[src/rtl/fetch_controller_if.sv]
`default_nettype none
// ============================================================================
// Module      : fetch_controller_if
// Description : Bundle of the control, instruction-memory and decode-side
//               signals of the instruction fetch controller.
// Revision    : 1.0 - initial release
// ============================================================================
interface fetch_controller_if #(
    parameter int ADDR_WIDTH  = 32,
    parameter int INSTR_WIDTH = 32
) ();
    // Fetch control from the update_pc / register-file side
    logic                   enable;
    logic                   redirect_valid;
    logic [ADDR_WIDTH-1:0]  redirect_target;

    // Instruction memory read channel
    logic                   mem_req;
    logic [ADDR_WIDTH-1:0]  mem_addr;
    logic                   mem_ack;
    logic [INSTR_WIDTH-1:0] mem_data;

    // Decode handoff
    logic                   instr_valid;
    logic [INSTR_WIDTH-1:0] instr_out;
    logic [ADDR_WIDTH-1:0]  instr_pc;
    logic                   instr_ready;

    // Next fetch address
    logic [ADDR_WIDTH-1:0]  pc;

    // Seen from the fetch controller
    modport master (
        input  enable,
        input  redirect_valid,
        input  redirect_target,
        output mem_req,
        output mem_addr,
        input  mem_ack,
        input  mem_data,
        output instr_valid,
        output instr_out,
        output instr_pc,
        input  instr_ready,
        output pc
    );

    // Seen from the surrounding pipeline and memory
    modport slave (
        output enable,
        output redirect_valid,
        output redirect_target,
        input  mem_req,
        input  mem_addr,
        output mem_ack,
        output mem_data,
        input  instr_valid,
        input  instr_out,
        input  instr_pc,
        output instr_ready,
        input  pc
    );
endinterface
`default_nettype wire

[src/rtl/fetch_controller.sv]
`default_nettype none
// ============================================================================
// Module      : fetch_controller
// Description : Owns the program counter, issues req/ack reads to instruction
//               memory, buffers one fetched word and hands it to decode with a
//               valid/ready handshake. Branch redirects squash in-flight reads.
// Revision    : 1.0 - initial release
// ============================================================================
module fetch_controller #(
    parameter int                    ADDR_WIDTH  = 32,
    parameter int                    INSTR_WIDTH = 32,
    parameter logic [ADDR_WIDTH-1:0] RESET_PC    = '0,
    parameter int                    PC_STEP     = 4
) (
    input  wire logic          clock,
    input  wire logic          reset,
    fetch_controller_if.master bus
);

    localparam logic [ADDR_WIDTH-1:0] STEP = ADDR_WIDTH'(PC_STEP);

    // IDLE    : no read outstanding, nothing buffered
    // REQUEST : read outstanding whose data will be kept
    // HOLD    : one word buffered, waiting for decode
    // DRAIN   : read outstanding whose data was made stale by a redirect
    typedef enum logic [1:0] {
        IDLE    = 2'd0,
        REQUEST = 2'd1,
        HOLD    = 2'd2,
        DRAIN   = 2'd3
    } state_t;

    state_t                 r_state;
    state_t                 w_state;

    logic [ADDR_WIDTH-1:0]  r_pc;
    logic [ADDR_WIDTH-1:0]  w_pc;
    logic                   r_mem_req;
    logic                   w_mem_req;
    logic [ADDR_WIDTH-1:0]  r_mem_addr;
    logic [ADDR_WIDTH-1:0]  w_mem_addr;
    logic                   r_instr_valid;
    logic                   w_instr_valid;
    logic [INSTR_WIDTH-1:0] r_instr_out;
    logic [INSTR_WIDTH-1:0] w_instr_out;
    logic [ADDR_WIDTH-1:0]  r_instr_pc;
    logic [ADDR_WIDTH-1:0]  w_instr_pc;
    // Set while the outstanding read belongs to a redirected-away stream
    logic                   r_squash;
    logic                   w_squash;

    // State register
    always_ff @(posedge clock or posedge reset) begin
        if (reset) begin
            r_state <= IDLE;
        end else begin
            r_state <= w_state;
        end
    end

    // Next-state and next-output decode; redirect outranks every other event
    always_comb begin
        w_state       = r_state;
        w_pc          = r_pc;
        w_mem_req     = r_mem_req;
        w_mem_addr    = r_mem_addr;
        w_instr_valid = r_instr_valid;
        w_instr_out   = r_instr_out;
        w_instr_pc    = r_instr_pc;
        w_squash      = r_squash;

        case (r_state)
            IDLE: begin
                w_squash = 1'b0;
                if (bus.redirect_valid) begin
                    w_pc = bus.redirect_target;
                    if (bus.enable) begin
                        w_state    = REQUEST;
                        w_mem_req  = 1'b1;
                        w_mem_addr = bus.redirect_target;
                    end
                end else if (bus.enable) begin
                    w_state    = REQUEST;
                    w_mem_req  = 1'b1;
                    w_mem_addr = r_pc;
                end
            end

            REQUEST: begin
                if (bus.redirect_valid) begin
                    w_pc = bus.redirect_target;
                    if (bus.mem_ack) begin
                        // The returning word is stale; reissue straight away
                        // at the new target without dropping the request.
                        w_mem_req  = 1'b1;
                        w_mem_addr = bus.redirect_target;
                    end else begin
                        // Memory handshake cannot be aborted: wait it out.
                        w_state  = DRAIN;
                        w_squash = 1'b1;
                    end
                end else if (bus.mem_ack) begin
                    w_state       = HOLD;
                    w_mem_req     = 1'b0;
                    w_instr_valid = 1'b1;
                    w_instr_out   = bus.mem_data;
                    w_instr_pc    = r_mem_addr;
                    w_pc          = r_pc + STEP;
                end
            end

            HOLD: begin
                if (bus.redirect_valid) begin
                    // Buffered word is dropped (or was just taken by decode).
                    w_instr_valid = 1'b0;
                    w_pc          = bus.redirect_target;
                    if (bus.enable) begin
                        w_state    = REQUEST;
                        w_mem_req  = 1'b1;
                        w_mem_addr = bus.redirect_target;
                    end else begin
                        w_state = IDLE;
                    end
                end else if (bus.instr_ready) begin
                    w_instr_valid = 1'b0;
                    if (bus.enable) begin
                        w_state    = REQUEST;
                        w_mem_req  = 1'b1;
                        w_mem_addr = r_pc;
                    end else begin
                        w_state = IDLE;
                    end
                end
            end

            DRAIN: begin
                if (bus.redirect_valid) begin
                    w_pc = bus.redirect_target;
                end
                if (bus.mem_ack) begin
                    // Stale data is discarded; IDLE relaunches at pc if enabled.
                    w_state   = IDLE;
                    w_mem_req = 1'b0;
                    w_squash  = 1'b0;
                end
            end

            default: begin
                w_state   = IDLE;
                w_mem_req = 1'b0;
                w_squash  = 1'b0;
            end
        endcase
    end

    // Datapath registers; reset clears everything immediately
    always_ff @(posedge clock or posedge reset) begin
        if (reset) begin
            r_pc          <= RESET_PC;
            r_mem_req     <= 1'b0;
            r_mem_addr    <= '0;
            r_instr_valid <= 1'b0;
            r_instr_out   <= '0;
            r_instr_pc    <= '0;
            r_squash      <= 1'b0;
        end else begin
            r_pc          <= w_pc;
            r_mem_req     <= w_mem_req;
            r_mem_addr    <= w_mem_addr;
            r_instr_valid <= w_instr_valid;
            r_instr_out   <= w_instr_out;
            r_instr_pc    <= w_instr_pc;
            r_squash      <= w_squash;
        end
    end

    assign bus.pc          = r_pc;
    assign bus.mem_req     = r_mem_req;
    assign bus.mem_addr    = r_mem_addr;
    assign bus.instr_valid = r_instr_valid;
    assign bus.instr_out   = r_instr_out;
    assign bus.instr_pc    = r_instr_pc;

endmodule
`default_nettype wire
[src/flat_wrapper.sv]
// flat-port wrapper written by rule: the top's interface ports become plain ports
module fetch_controller_flat 
#(
    parameter int                    ADDR_WIDTH  = 32,
    parameter int                    INSTR_WIDTH = 32,
    parameter logic [ADDR_WIDTH-1:0] RESET_PC    = '0,
    parameter int                    PC_STEP     = 4
)
  (clock, reset, bus_enable, bus_redirect_valid, bus_redirect_target, bus_mem_req, bus_mem_addr, bus_mem_ack, bus_mem_data, bus_instr_valid, bus_instr_out, bus_instr_pc, bus_instr_ready, bus_pc);
  fetch_controller_if #(.ADDR_WIDTH(ADDR_WIDTH), .INSTR_WIDTH(INSTR_WIDTH)) bus_i ();
  input  wire logic clock;
  input  wire logic reset;
  input wire logic [$bits(bus_i.enable)-1:0] bus_enable;
  input wire logic [$bits(bus_i.redirect_valid)-1:0] bus_redirect_valid;
  input wire logic [$bits(bus_i.redirect_target)-1:0] bus_redirect_target;
  output wire logic [$bits(bus_i.mem_req)-1:0] bus_mem_req;
  output wire logic [$bits(bus_i.mem_addr)-1:0] bus_mem_addr;
  input wire logic [$bits(bus_i.mem_ack)-1:0] bus_mem_ack;
  input wire logic [$bits(bus_i.mem_data)-1:0] bus_mem_data;
  output wire logic [$bits(bus_i.instr_valid)-1:0] bus_instr_valid;
  output wire logic [$bits(bus_i.instr_out)-1:0] bus_instr_out;
  output wire logic [$bits(bus_i.instr_pc)-1:0] bus_instr_pc;
  input wire logic [$bits(bus_i.instr_ready)-1:0] bus_instr_ready;
  output wire logic [$bits(bus_i.pc)-1:0] bus_pc;
  assign bus_i.enable = bus_enable;
  assign bus_i.redirect_valid = bus_redirect_valid;
  assign bus_i.redirect_target = bus_redirect_target;
  assign bus_mem_req = bus_i.mem_req;
  assign bus_mem_addr = bus_i.mem_addr;
  assign bus_i.mem_ack = bus_mem_ack;
  assign bus_i.mem_data = bus_mem_data;
  assign bus_instr_valid = bus_i.instr_valid;
  assign bus_instr_out = bus_i.instr_out;
  assign bus_instr_pc = bus_i.instr_pc;
  assign bus_i.instr_ready = bus_instr_ready;
  assign bus_pc = bus_i.pc;
  fetch_controller #(.ADDR_WIDTH(ADDR_WIDTH), .INSTR_WIDTH(INSTR_WIDTH), .RESET_PC(RESET_PC), .PC_STEP(PC_STEP)) u_core (.clock(clock), .reset(reset), .bus(bus_i));
endmodule
[config.mk]
export PLATFORM = sky130hd
export DESIGN_NAME = fetch_controller_flat
export DESIGN_NICKNAME = d
export VERILOG_FILES = /design/src/rtl/fetch_controller_if.sv /design/src/rtl/fetch_controller.sv /design/src/flat_wrapper.sv
export SDC_FILE = /design/constraint.sdc
export NUM_CORES = 1
export LEC_CHECK = 0
export ABC_CLOCK_PERIOD_IN_PS = 6580
export BUFFER_PORTS_ARGS = -buffer_cell sky130_fd_sc_hd__buf_2
export CAP_MARGIN = 20
export CORE_ASPECT_RATIO = 1.2
export CORE_MARGIN = 5
export CORE_UTILIZATION = 50
export DETAILED_ROUTE_END_ITERATION = 16
export GPL_TIMING_DRIVEN = 0
export PLACE_DENSITY = 0.8
export SETUP_SLACK_MARGIN = 0.02
export SKIP_CTS_REPAIR_TIMING = 1
export SLEW_MARGIN = 10
export SYNTH_ARGS = -nofsm -noshare
export SYNTH_HDL_FRONTEND = slang
export SYNTH_SLANG_ARGS = --single-unit
[constraint.sdc]
create_clock -name clock -period 6.58 [get_ports clock]
set_clock_uncertainty 0.2 [all_clocks]
set_input_delay 1.645 -clock clock [delete_from_list [all_inputs] [get_ports clock]]
set_output_delay 1.645 -clock clock [all_outputs]
set_load 0.01 [all_outputs]
==> flow_summary.toml <==
[outcome]
status = "completed"

[global_route]
overflow = 0
grt_pass1_vias = 4964
antenna_found_initial = 0
track_usage = 0.231
grt_pass1_wl_um = 25000
grt_max_degree = 79

[worst_setup_path]
crit_required_ps = 6670
cp_num_buf_inv = 2
critical-path-slowest-cell = "nor2_1"
slowest_delay_ps = 850
crit_path_start_kind = "input port"
end_kind = "flip-flop"
cpLargestDelayFamily = "simple AND/OR/NAND/NOR gates"
cp_max_fo = 10
timing.critical_path.mode_cell = "buf_2"
worstPathCellList = "buf_2, nand3b_4, nor2_1, buf_2, mux2_2"
arrival_ps = 3640
critPathKind = "in -> reg"

[power]
switching_share = 0.336
p_leak_nw = 3.69
p_per_area_nw_per_um2 = 456
seqPwrFrac = 0.385
clkPwrFrac = 0.288
power.internal_mw = 2.32
max-vdd-ir-drop_uv = 233
p_switching_mw = 1.17
finalPower_mw = 3.49
combPwrFrac = 0.327

[logic_synthesis]
synth_top_area_cell = "dfrtp_1"
post_synth_num_cell_types = 30
avgSynthCellArea_um2 = 11.6
ys_ff_latch = 132
synth_nets = 570
synth.area.top_cells = "dfrtp_1 57%, mux2_2 13%, mux2i_1 5.9%, o21ai_0 5.1%, nand2_1 4.9%"
synth_top_area_frac = 0.570
netlist_area_um2 = 5790
syn_inst = 499
yosys_warnings = 0
ys_seq_area_frac = 0.570

[sta]
drv_slew = 0
setup_viol = 0
rsz0062_at_grt = "no"
tns_ps = 0
final.period_utilization = 0.539
tightest_slew_ps = 1090
clock.fmax_mhz = 282
relSlewSlack = 0.273
post-route-min-period_ps = 3550
finalHoldViolCount = 0

[clock_network]
clk_pin_slew_ps = 60
cts_buffers = 17
htreeDepth = 4
cts_buffer_depth = 2
clk_latency_ps = 410
cts_tree = "done"
cts.sinks = 132
root_buffer = "clkbuf_16"

[finish]
nNetsFinal = 788
fin_util = 0.667
final_common_cell = "buf_2"
area_growth_pct = 32.0
most-common-layout-cells = "207 x buf_2, 132 x dfrtp_1, 76 x nand2_1"
stdcell_count = 887
drive_gt1_frac = 0.427
diodes = 0

[die]
die_height_um = 128
initial_utilization = 0.506
die_w_um = 108
num_io_pins = 200
core-area_um2 = 11500
rows = 43
die-area_um2 = 13800

[route]
wl_met2_um = 8060
drt_iter0_markers = 181
drt_wl_total_um = 15600
vias_per_cell = 5.25
post_drt_wl_per_cell_um = 17.5
met1_length_um = 6180
wl_met3_um = 1090
vias = 4661
ant_nets = 0
top_layer = "met4"
drtPass1Iterations = 4
drc = 0

[placed_design]
io_buffers = 198
dpl.cell_count = 855
dp_hpwl_um = 11500
place_congestion = 0.814

[hold_path]
hold_class = "reg -> reg"

[run]
drv_cap = 0
power groups by stage:
stage	clock [mW]	sequential, mW	combinational (mW)
final	1.00	1.34	1.14
after global routing	1.06	1.38	1.26
after CTS	1.02	1.34	1.16
after detailed placement	0	1.36	1.16
after global placement	0	1.33	1.12
after floorplan	0	1.48	0.508
path summary, 6_finish.rpt:
kind | from | to | slack [ps] | cells after the start
worst max register to register | u_core.r_state[1] | u_core.bus.instr_pc[29] | 3940 | 4
worst max-delay path | bus_mem_ack | u_core.bus.instr_pc[29] | 3030 | 5
worst min-delay path | u_core.bus.mem_req | u_core.bus.mem_req | 280 | 2
max in group asynchronous | reset | u_core.bus.pc[21] | 4290 | 3
min in group asynchronous | reset | u_core.bus.instr_out[3] | 1170 | 2
worst min register to register | u_core.bus.mem_req | u_core.bus.mem_req | 280 | 2
layout make-up:
cell class	count	area (um^2)
Fill cell	866	3810
Sequential cell	132	3300
Multi-Input combinational cell	334	2350
Timing Repair Buffer	199	1020
Clock buffer	20	457
Tap cell	157	196
Clock inverter	12	179
Buffer	26	109
Inverter	7	31.3
cell usage after synthesis:
cell and instances:
dfrtp_1 132, nand2_1 76, mux2_2 66, o21ai_0 59
mux2i_1 34, clkbuf_1 16, xor2_1 14, nand3_1 13
xnor2_1 13, nor2_1 10, buf_2 9, nand4_1 8
inv_1 7, o21ai_1 7, and3_1 5, nor3_1 5
nor4_1 5, a21oi_1 4, and4_1 3, nand2b_1 2
or3_4 2, buf_1 1, ha_1 1, nand3b_4 1
nor2b_1 1, nor4_4 1, nor4b_2 1, o31a_1 1
or2_2 1, or2b_1 1
worst reg2reg max path: stages (launching register included):
cell and delay (ps):
dfrtp_1 430, nand3b_4 240, nor2_1 850, buf_2 430, mux2_2 380
through the flow:
| stage | hold slack, ps | cell area (um^2) | setup WS [ps] |
|---|---|---|---|
| finish | 278 | 7650 | 3030 |
| detailed placement | 265 | 7010 | 2590 |
| floorplan | 308 | 5790 | 1210 |
| global route | 308 | 7650 | 2950 |
| CTS | 279 | 7650 | 3010 |
| global placement | 260 | 6980 | -116 |
registers in the layout, summed over array words and instances (netlist names):
register	flops
u_core.bus.mem_req	1
u_core.r_state	2
u_core.bus.pc	32
u_core.bus.instr_pc	32
u_core.bus.instr_out	32
u_core.bus.mem_addr	32
u_core.bus.instr_valid	1
logic make-up (layout without fill, tap and decap cells):
family / Yosys count / count (layout) / synth area share
AOI/OAI and AO/OA: 71 / 71 / 0.0620
xor gates and xnor gates: 27 / 27 / 0.0408
muxes: 100 / 100 / 0.187
DFF: 132 / 132 / 0.570
buffers and inverters: 33 / 264 / 0.0233
adders and majority gates: 1 / 1 / 0.00216
and+or+nand+nor: 135 / 135 / 0.114
routing by layer:
metal | up-vias | global-route usage
li1 | 2175 | -
met1 | 2297 | 0.278
met2 | 165 | 0.405
met3 | 24 | 0.0615
met4 | 0 | 0.0728
met5 | - | 0
Power figures use the tool's default switching activity.
